==> src/rtl/tx9_lane_framer.sv <==
// ---------------------------------------------------------------------------
// tx9_lane_framer
//   Source stage for the 9-lane LVDS transmitter. It accepts an 80-bit
//   valid/ready payload stream and produces nine registered 10-bit lane words
//   per cycle. Lanes 0-7 carry payload slices and lane 8 carries a control word
//   {type[1:0], seq[3:0], 4-bit parity field}. After every PLL lock the block
//   sends TRAIN_PATTERN on all nine lanes for TRAIN_CYCLES cycles. Only after
//   that does it accept data, so the receiver can word-align.
//
//   Optional feature macro: TX9_LANE_PARITY_EN
//     defined   -> data words carry even parity of the payload in o8_p[0]
//     undefined -> o8_p[3:0] is always 4'b0000 and no parity logic is built
//
// Ports
//   I_clk        in   1   transmitter core clock
//   I_rst_n      in   1   asynchronous active-low reset
//   I_tx_locked  in   1   PLL lock (asynchronous, 2-flop synchronised here)
//   I_data       in   80  payload word
//   I_valid      in   1   I_data valid
//   O_ready      out  1   block accepts I_data this cycle
//   o0_p..o7_p   out  10  data lane words, o<k>_p = payload[10k+9:10k]
//   o8_p         out  10  control lane word
//   O_link_up    out  1   high while the framer is in RUN
// ---------------------------------------------------------------------------
module tx9_lane_framer #(
    parameter int unsigned TRAIN_CYCLES  = 256,
    parameter logic [9:0]  TRAIN_PATTERN = 10'h3E0,
    parameter logic [9:0]  IDLE_DATA     = 10'h000
) (
    input  logic        I_clk,
    input  logic        I_rst_n,
    input  logic        I_tx_locked,
    input  logic [79:0] I_data,
    input  logic        I_valid,
    output logic        O_ready,
    output logic [9:0]  o0_p,
    output logic [9:0]  o1_p,
    output logic [9:0]  o2_p,
    output logic [9:0]  o3_p,
    output logic [9:0]  o4_p,
    output logic [9:0]  o5_p,
    output logic [9:0]  o6_p,
    output logic [9:0]  o7_p,
    output logic [9:0]  o8_p,
    output logic        O_link_up
);

    typedef enum logic [1:0] {
        ST_WAIT_LOCK = 2'b00,
        ST_TRAIN     = 2'b01,
        ST_RUN       = 2'b10
    } state_t;

    localparam logic [15:0] TRAIN_LOAD = 16'(TRAIN_CYCLES - 32'd1);

`ifdef TX9_LANE_PARITY_EN
    // Even parity over the full 80-bit payload.
    function automatic logic parity80(input logic [79:0] d);
        return ^d;
    endfunction
`endif

    // Low nibble of the control word for a data word.
    function automatic logic [3:0] ctrl_low(input logic [79:0] d);
`ifdef TX9_LANE_PARITY_EN
        return {3'b000, parity80(d)};
`else
        return 4'b0000;
`endif
    endfunction

    logic [1:0]  lock_sync_r;
    logic        lock_s;
    state_t      state_r, state_nxt_s;
    logic [15:0] train_cnt_r, train_cnt_nxt_s;
    logic [3:0]  seq_r, seq_nxt_s;
    logic [79:0] fifo_mem_r [2];
    logic [79:0] fifo_mem_nxt_s [2];
    logic [1:0]  count_r, count_nxt_s;
    logic [9:0]  lane_r [8];
    logic [9:0]  lane_nxt_s [8];
    logic [9:0]  ctrl_r, ctrl_nxt_s;
    logic        ready_r, link_r;
    logic        push_s;
    logic        have_word_s;
    logic [79:0] word_s;

    assign lock_s = lock_sync_r[1];
    // A handshake during a lock-loss cycle is accepted but its word is dropped.
    assign push_s = I_valid & ready_r & lock_s;

    // Two-flop synchroniser for the asynchronous PLL lock.
    always_ff @(posedge I_clk or negedge I_rst_n) begin
        if (!I_rst_n) begin
            lock_sync_r <= 2'b00;
        end else begin
            lock_sync_r <= {lock_sync_r[0], I_tx_locked};
        end
    end

    // FSM next-state and training counter; lock loss overrides everything.
    always_comb begin
        state_nxt_s     = state_r;
        train_cnt_nxt_s = train_cnt_r;
        if (!lock_s) begin
            state_nxt_s     = ST_WAIT_LOCK;
            train_cnt_nxt_s = 16'd0;
        end else begin
            case (state_r)
                ST_WAIT_LOCK: begin
                    state_nxt_s     = ST_TRAIN;
                    train_cnt_nxt_s = TRAIN_LOAD;
                end
                ST_TRAIN: begin
                    if (train_cnt_r == 16'd0) begin
                        state_nxt_s = ST_RUN;
                    end else begin
                        train_cnt_nxt_s = train_cnt_r - 16'd1;
                    end
                end
                ST_RUN: begin
                    state_nxt_s = ST_RUN;
                end
                default: begin
                    state_nxt_s     = ST_WAIT_LOCK;
                    train_cnt_nxt_s = 16'd0;
                end
            endcase
        end
    end

    // FIFO update and next lane words. A push into an empty FIFO bypasses
    // storage so the word reaches the lanes on the following cycle.
    always_comb begin
        fifo_mem_nxt_s[0] = fifo_mem_r[0];
        fifo_mem_nxt_s[1] = fifo_mem_r[1];
        count_nxt_s       = count_r;
        seq_nxt_s         = seq_r;
        have_word_s       = 1'b0;
        word_s            = 80'd0;
        ctrl_nxt_s        = 10'h000;
        for (int k = 0; k < 8; k++) begin
            lane_nxt_s[k] = 10'h000;
        end

        if (!lock_s) begin
            count_nxt_s = 2'd0;
            seq_nxt_s   = 4'd0;
        end else if (state_r == ST_TRAIN) begin
            count_nxt_s = 2'd0;
            ctrl_nxt_s  = TRAIN_PATTERN;
            for (int k = 0; k < 8; k++) begin
                lane_nxt_s[k] = TRAIN_PATTERN;
            end
        end else if (state_r == ST_RUN) begin
            case (count_r)
                2'd0: begin
                    if (push_s) begin
                        have_word_s = 1'b1;
                        word_s      = I_data;
                    end else begin
                        have_word_s = 1'b0;
                    end
                end
                2'd1: begin
                    have_word_s = 1'b1;
                    word_s      = fifo_mem_r[0];
                    if (push_s) begin
                        fifo_mem_nxt_s[0] = I_data;
                    end else begin
                        count_nxt_s = 2'd0;
                    end
                end
                2'd2: begin
                    have_word_s       = 1'b1;
                    word_s            = fifo_mem_r[0];
                    fifo_mem_nxt_s[0] = fifo_mem_r[1];
                    if (push_s) begin
                        fifo_mem_nxt_s[1] = I_data;
                    end else begin
                        count_nxt_s = 2'd1;
                    end
                end
                default: begin
                    count_nxt_s = 2'd0;
                end
            endcase

            if (have_word_s) begin
                for (int k = 0; k < 8; k++) begin
                    lane_nxt_s[k] = word_s[10*k +: 10];
                end
                ctrl_nxt_s = {2'b01, seq_r, ctrl_low(word_s)};
                seq_nxt_s  = seq_r + 4'd1;
            end else begin
                for (int k = 0; k < 8; k++) begin
                    lane_nxt_s[k] = IDLE_DATA;
                end
                ctrl_nxt_s = {2'b00, seq_r, 4'b0000};
            end
        end else begin
            count_nxt_s = 2'd0;
        end
    end

    // State, counters, FIFO storage and registered outputs.
    always_ff @(posedge I_clk or negedge I_rst_n) begin
        if (!I_rst_n) begin
            state_r       <= ST_WAIT_LOCK;
            train_cnt_r   <= 16'd0;
            seq_r         <= 4'd0;
            count_r       <= 2'd0;
            fifo_mem_r[0] <= 80'd0;
            fifo_mem_r[1] <= 80'd0;
            ctrl_r        <= 10'h000;
            ready_r       <= 1'b0;
            link_r        <= 1'b0;
            for (int k = 0; k < 8; k++) begin
                lane_r[k] <= 10'h000;
            end
        end else begin
            state_r       <= state_nxt_s;
            train_cnt_r   <= train_cnt_nxt_s;
            seq_r         <= seq_nxt_s;
            count_r       <= count_nxt_s;
            fifo_mem_r[0] <= fifo_mem_nxt_s[0];
            fifo_mem_r[1] <= fifo_mem_nxt_s[1];
            ctrl_r        <= ctrl_nxt_s;
            // Ready and link-up are pre-decoded from next state so they come
            // straight from flops with no path from I_valid.
            ready_r       <= (state_nxt_s == ST_RUN) && (count_nxt_s < 2'd2);
            link_r        <= (state_nxt_s == ST_RUN);
            for (int k = 0; k < 8; k++) begin
                lane_r[k] <= lane_nxt_s[k];
            end
        end
    end

    assign O_ready   = ready_r;
    assign O_link_up = link_r;
    assign o0_p      = lane_r[0];
    assign o1_p      = lane_r[1];
    assign o2_p      = lane_r[2];
    assign o3_p      = lane_r[3];
    assign o4_p      = lane_r[4];
    assign o5_p      = lane_r[5];
    assign o6_p      = lane_r[6];
    assign o7_p      = lane_r[7];
    assign o8_p      = ctrl_r;

endmodule
==> config.mk <==
export PLATFORM = sky130hd
export DESIGN_NAME = tx9_lane_framer
export DESIGN_NICKNAME = d
export VERILOG_FILES = /design/src/rtl/tx9_lane_framer.sv
export SDC_FILE = /design/constraint.sdc
export NUM_CORES = 1
export LEC_CHECK = 0
export CORE_ASPECT_RATIO = 0.75
export CORE_MARGIN = 2
export CORE_UTILIZATION = 49
export CTS_CLUSTER_DIAMETER = 60
export CTS_CLUSTER_SIZE = 14
export DETAILED_ROUTE_END_ITERATION = 8
export PLACE_DENSITY = 0.76
export SLEW_MARGIN = 20
export SYNTH_ARGS = -nofsm -noshare
export SYNTH_HDL_FRONTEND = slang
export SYNTH_SLANG_ARGS = --single-unit
export TNS_END_PERCENT = 5
==> constraint.sdc <==
create_clock -name I_clk -period 2.07 [get_ports I_clk]
set_input_delay 0.207 -clock I_clk [delete_from_list [all_inputs] [get_ports I_clk]]
set_output_delay 0.207 -clock I_clk [all_outputs]
set_load 0.02 [all_outputs]
Word-level counts from Yosys, hierarchy flattened
Cells that the tools add are included.
{ "classes": {"add_sub_neg": 2, "magnitude_cmp": 1, "eq_ne": 11, "muxes": 33, "bitwise": 3, "reduce_logical": 10} }
{ "ops": {"columns": ["operator", "count"], "rows": [
  ["$mux 80", 6],
  ["$pmux 80 s2", 2],
  ["$pmux 16 s3", 1],
  ["$mux 16", 2],
  ["$mux 10", 2],
  ["$mux 9", 2],
  ["$logic_not 16->1", 1],
  ["$mux 4", 4],
  ["$sub 16x1->16 const B", 1],
  ["$mux 2", 7],
  ["$pmux 2 s3", 2],
  ["$reduce_and 5->1", 2],
  ["$eq 2x2->1 const B", 3],
  ["$ne 2x2->1 const B", 3],
  ["$add 4x1->4 const B", 1],
  ["$eq 2x1->1 const B", 2],
  ["$logic_not 2->1", 2],
  ["$mux 1", 4],
  ["$ne 2x1->1 const B", 2],
  ["$ne 3x3->1 const B", 1],
  ["$reduce_and 3->1", 1],
  ["$and 1x1->1", 2],
  ["$lt 2x2->1 const B", 1],
  ["$pmux 1 s2", 1],
  ["5 further kinds", 5]
]} }
{ "word_totals": {"reg_bits": 278, "input_bits": 84, "output_inout_bits": 92, "wordCells": 78} }

Depth between registers and ports, before layout
{ "depth": {"ltp_word": 11, "ltp_mapped": 8, "depth_no_buf": 7} }

Least setup slack after synthesis
Ideal clock, no wire load.
{ "synth_path": {"kind": "reg-to-reg", "start": "register train_cnt_r[0]", "end": "register train_cnt_r[0]", "setup_time_ps": 125, "arrival_ps": 1953, "setup_slack_ps": -8, "path_stages_with_launch": 7, "n_path_buf": 0, "cell_sequence": "dfrtp_1 inv_1 ha_1 or4b_1 nor4_4 a21oi_2 mux2_2"} }
{ "synth_between": {"elab_chain_cells": 4, "word_cells_on_any_way": 7} }
{ "synth_lines": {"columns": ["element", "line", "source"], "rows": [
  ["start: declaration", "75", "logic [15:0] train_cnt_r, train_cnt_nxt_s;"],
  ["start signal: assignment", "223", "train_cnt_r <= train_cnt_nxt_s;"],
  ["$sub 16x1->16", "118", "train_cnt_nxt_s = train_cnt_r - 16'd1;"],
  ["$mux 16", "115", "if (train_cnt_r == 16'd0) begin"],
  ["$pmux 16 s3", "109", "case (state_r)"],
  ["$mux 16", "105", "if (!lock_s) begin"]
]} }
Parallel ways exist; a longest one is shown, timed or not. The select of a mux whose other input is x is not followed.
A chain may end at the register's enable or synchronous reset.

Worst setup path in the final report
Ends and elaborated chain as after synthesis.

==> impl_metrics.csv <==
group,metric,value,unit
final_layout,top_regs,"fifo_mem_r x160, train_cnt_r x16",
logic_synthesis,postSynthAreaPerCell,11.7,sq um
drt,postRouteAntennaNets,0,
setup_path,crit_fanout,7,
sta,timing.final.ws_setup,-5.11,ps
final_layout,largest_reg_flops,160,
global_route,use_met2,35.5,%
logic_synthesis,ys_seq_elements,274,
sta,rsz0062_at_grt,"true",
setup_path,required,2460,ps
die,std_cell_rows,48,
power_and_ir_drop,power.leakage,6.45,nW
sta,post-route-period-util,100,%
min_path,hp-class,"in -> reg",
power_and_ir_drop,powerDensity,732,nW/um^2
drt,totalWireLength,27600,microns
cts,htree_levels,1,
setup_path,start_kind,"flip-flop",
global_route,grt_pass1_wl,44500,microns
global_route,met1_usage,32.6,%
setup_path,cpLargestDelayFamily,"simple AND/OR/NAND/NOR gates",
global_route,met3_usage,4.50,%
sta,min_period,2080,ps
status,status,"finished, violations left",
place,place.gp.congestion,0.885,
logic_synthesis,ys_types,62,
cts,cts_sinks,274,
drt,initialDrtViolationCount,578,
cts,clockBufferDepth,3,
final_layout,drive_gt1_share,15.6,%
place,hpwl,17400,microns
drt,wl_per_cell,18.9,microns
power_and_ir_drop,ir_worst_vdd,0.472,mV
cts,clk_latency,510,ps
place,io_buffers,171,
global_route,antenna_found_initial,0,
drt,vias,8337,
drt,vias_per_cell,5.71,
die,ios,176,
setup_path,slowest_stage,"or4b_4",
final_layout,largest-register,"fifo_mem_r",
logic_synthesis,netlist_instances,984,
die,initial_core_util,50.0,%
final_layout,syn2layout_area_growth,26.8,%
die,die_w,181,microns
setup_path,cp_cell_sequence,"inv_2, ha_4, or4b_4, nor4_4, buf_6, a21oi_4, mux2_2",
final_layout,num_antenna_cells,0,
die,dieHeight,137,microns
logic_synthesis,synth-edff-count,0,
global_route,busiest_layer,"met2",
final_layout,fin_nets,1251,
logic_synthesis,synth-seq-area-share,59.4,%
sta,finClkSkew,15.3,ps
sta,worstMarginPinSlew,638,ps
logic_synthesis,synth_warnings,0,
status,violations,"negative setup slack",
cts,cts_tree,"yes",
logic_synthesis,async_flop_share,100,%
sta,whs,162,ps
setup_path,cp_num_buf_inv,2,
setup_path,cp.arrival,2470,ps
setup_path,endpoint_kind,"flip-flop",
sta,fmax,482,MHz
sta,finalHoldViolCount,0,
setup_path,crit_type,"reg -> reg",
cts,cts_buffers,23,
drt,drtPass1Iterations,5,
cts,clk_pin_slew,70,ps
logic_synthesis,yosys_most_used_dff,"dfrtp_1",
setup_path,cpPeakStageDelay,480,ps
die,core_area,23100,sq um
global_route,grt-ovfl-total,0,
logic_synthesis,synth_area,11500,sq um
global_route,first_global_vias,8309,
final_layout,final_util,63.5,%
sta,finalSetupViolations,2,
drt,drc,0,
run,maxCapViolCount,0,
global_route,track_usage,22.4,%
sta,max_slew_margin,57.4,%
cts,cts_root_buf,"clkbuf_16",
global_route,grt_max_degree,85,
sta,finalMaxSlewViolations,0,
die,die_area,24800,sq um
layer usage:
| layer | vias up | share of wire, % |
|---|---|---|
| li1 | 3840 | - |
| met1 | 4187 | 47 |
| met2 | 281 | 45 |
| met3 | 29 | 6.9 |
| met4 | 0 | 1.3 |
| met5 | - | 0 |
kinds of logic after synthesis:
group           after synthesis  synth area share, %
fa+ha+maj                     7                0.759
xor+xnor                      2                0.152
mux                         166                 15.3
other cells                   1               0.0325
compound gates              207                 12.1
buf+inv                      90                 3.14
simple gates                237                 9.06
flops                       274                 59.4
cell usage after synthesis, types with 4 or more instances:
cell      number  area share [%]
a221oi_1      40             3.0
dfrtp_1      274              59
buf_4          4            0.26
nor4_1         4            0.22
inv_1         15            0.49
a22oi_1       40             2.6
nand4_1        4            0.22
nand2b_1       5            0.27
nor2_1        90             2.9
nand2_1       96             3.1
clkbuf_1      63             2.0
nand3b_1       4            0.26
o21ai_0       87             3.8
mux2_2        82             8.0
buf_1          5            0.16
and2_1         4            0.22
a31oi_1        5            0.27
mux2i_1       84             7.3
nor3_1         8            0.35
ha_1           7            0.76
a21oi_1        6            0.26
nand3_1        4            0.17
repair_timing:
item                                    in CTS  in global routing
endpoints found under the setup margin       5                  8
pin swaps                                    1                  4
resized for setup                            3                  8
hold endpoints to repair                    59                  0
hold buffers                                 1                  0
setup buffers                                0                  1
report_power, final:
group / switching, mW / internal, mW
clock: 1.81 / 2.12
combinational: 0.607 / 0.533
sequential: 0.113 / 5.52
total: 2.53 / 8.18
worst register-to-register path, delay by kind of cell, from the launching register on:
kind / cells / cell delay [ps]
AND/OR/NAND/NOR: 2 / 790
flip-flops: 1 / 390
multiplexers: 1 / 280
buffers and inverters: 2 / 270
adder cells (fa/ha/maj): 1 / 140
AO/OA/AOI/OAI: 1 / 90
worst paths after layout:
kind,endpoint,slack (ps),startpoint,cells after the start
setup / recovery,train_cnt_r[0],-5,train_cnt_r[0],7
hold / removal,lock_sync_r[0],160,I_tx_locked,1
setup reg to reg,train_cnt_r[0],-5,train_cnt_r[0],7
hold reg to reg,lock_sync_r[1],350,lock_sync_r[0],0
max in group asynchronous,fifo_mem_r[21],1070,I_rst_n,3
min in group asynchronous,train_cnt_r[8],210,I_rst_n,2
cell type report:
cell class | instances | area (sq um)
Clock buffer | 24 | 589
Sequential cell | 274 | 6860
Tap cell | 300 | 375
Fill cell | 1782 | 8420
Clock inverter | 1 | 30.0
Inverter | 15 | 56.3
Multi-Input combinational cell | 623 | 4430
Timing Repair Buffer | 223 | 2300
stage by stage:
| step | total power, mW | setup slack [ps] | area [sq um] | setup TNS [ps] | instances |
|---|---|---|---|---|---|
| floorplan | 6.18 | -7.64 | 11600 | -20.4 | 987 |
| global placement | 6.81 | 27.4 | 13900 | 0 | 1432 |
| detailed placement | 6.84 | -44.4 | 13900 | -122 | 1432 |
| CTS | 10.8 | -0.927 | 14600 | -0.927 | 1458 |
| global route | 11.1 | -83.4 | 14600 | -435 | 1460 |
| finish | 10.7 | -5.11 | 14600 | -7.68 | 1460 |
cells in the final DEF, fill, tap and decap left out, types with 3 or more instances in the layout:
cell,netlist,final
ha_1,7,4
o211ai_1,3,3
mux2_2,82,82
nand4_1,4,4
o21ai_0,87,86
a22oi_1,40,40
buf_12,0,13
clkbuf_16,0,23
inv_2,0,3
mux2i_1,84,84
nand3_1,4,4
nor2_1,90,88
nor3_1,8,8
nand2b_1,5,5
nand2_1,96,96
nand3b_1,4,4
a21oi_1,6,6
nor4_1,4,4
inv_1,15,12
a221oi_1,40,40
and2_1,4,4
a31oi_1,5,5
dfrtp_1,274,274
ha_4,0,3
clkdlybuf4s50_1,0,170
buf_4,4,36
or3_1,3,3
conb_1,1,4
Power figures use the tool's default switching activity.
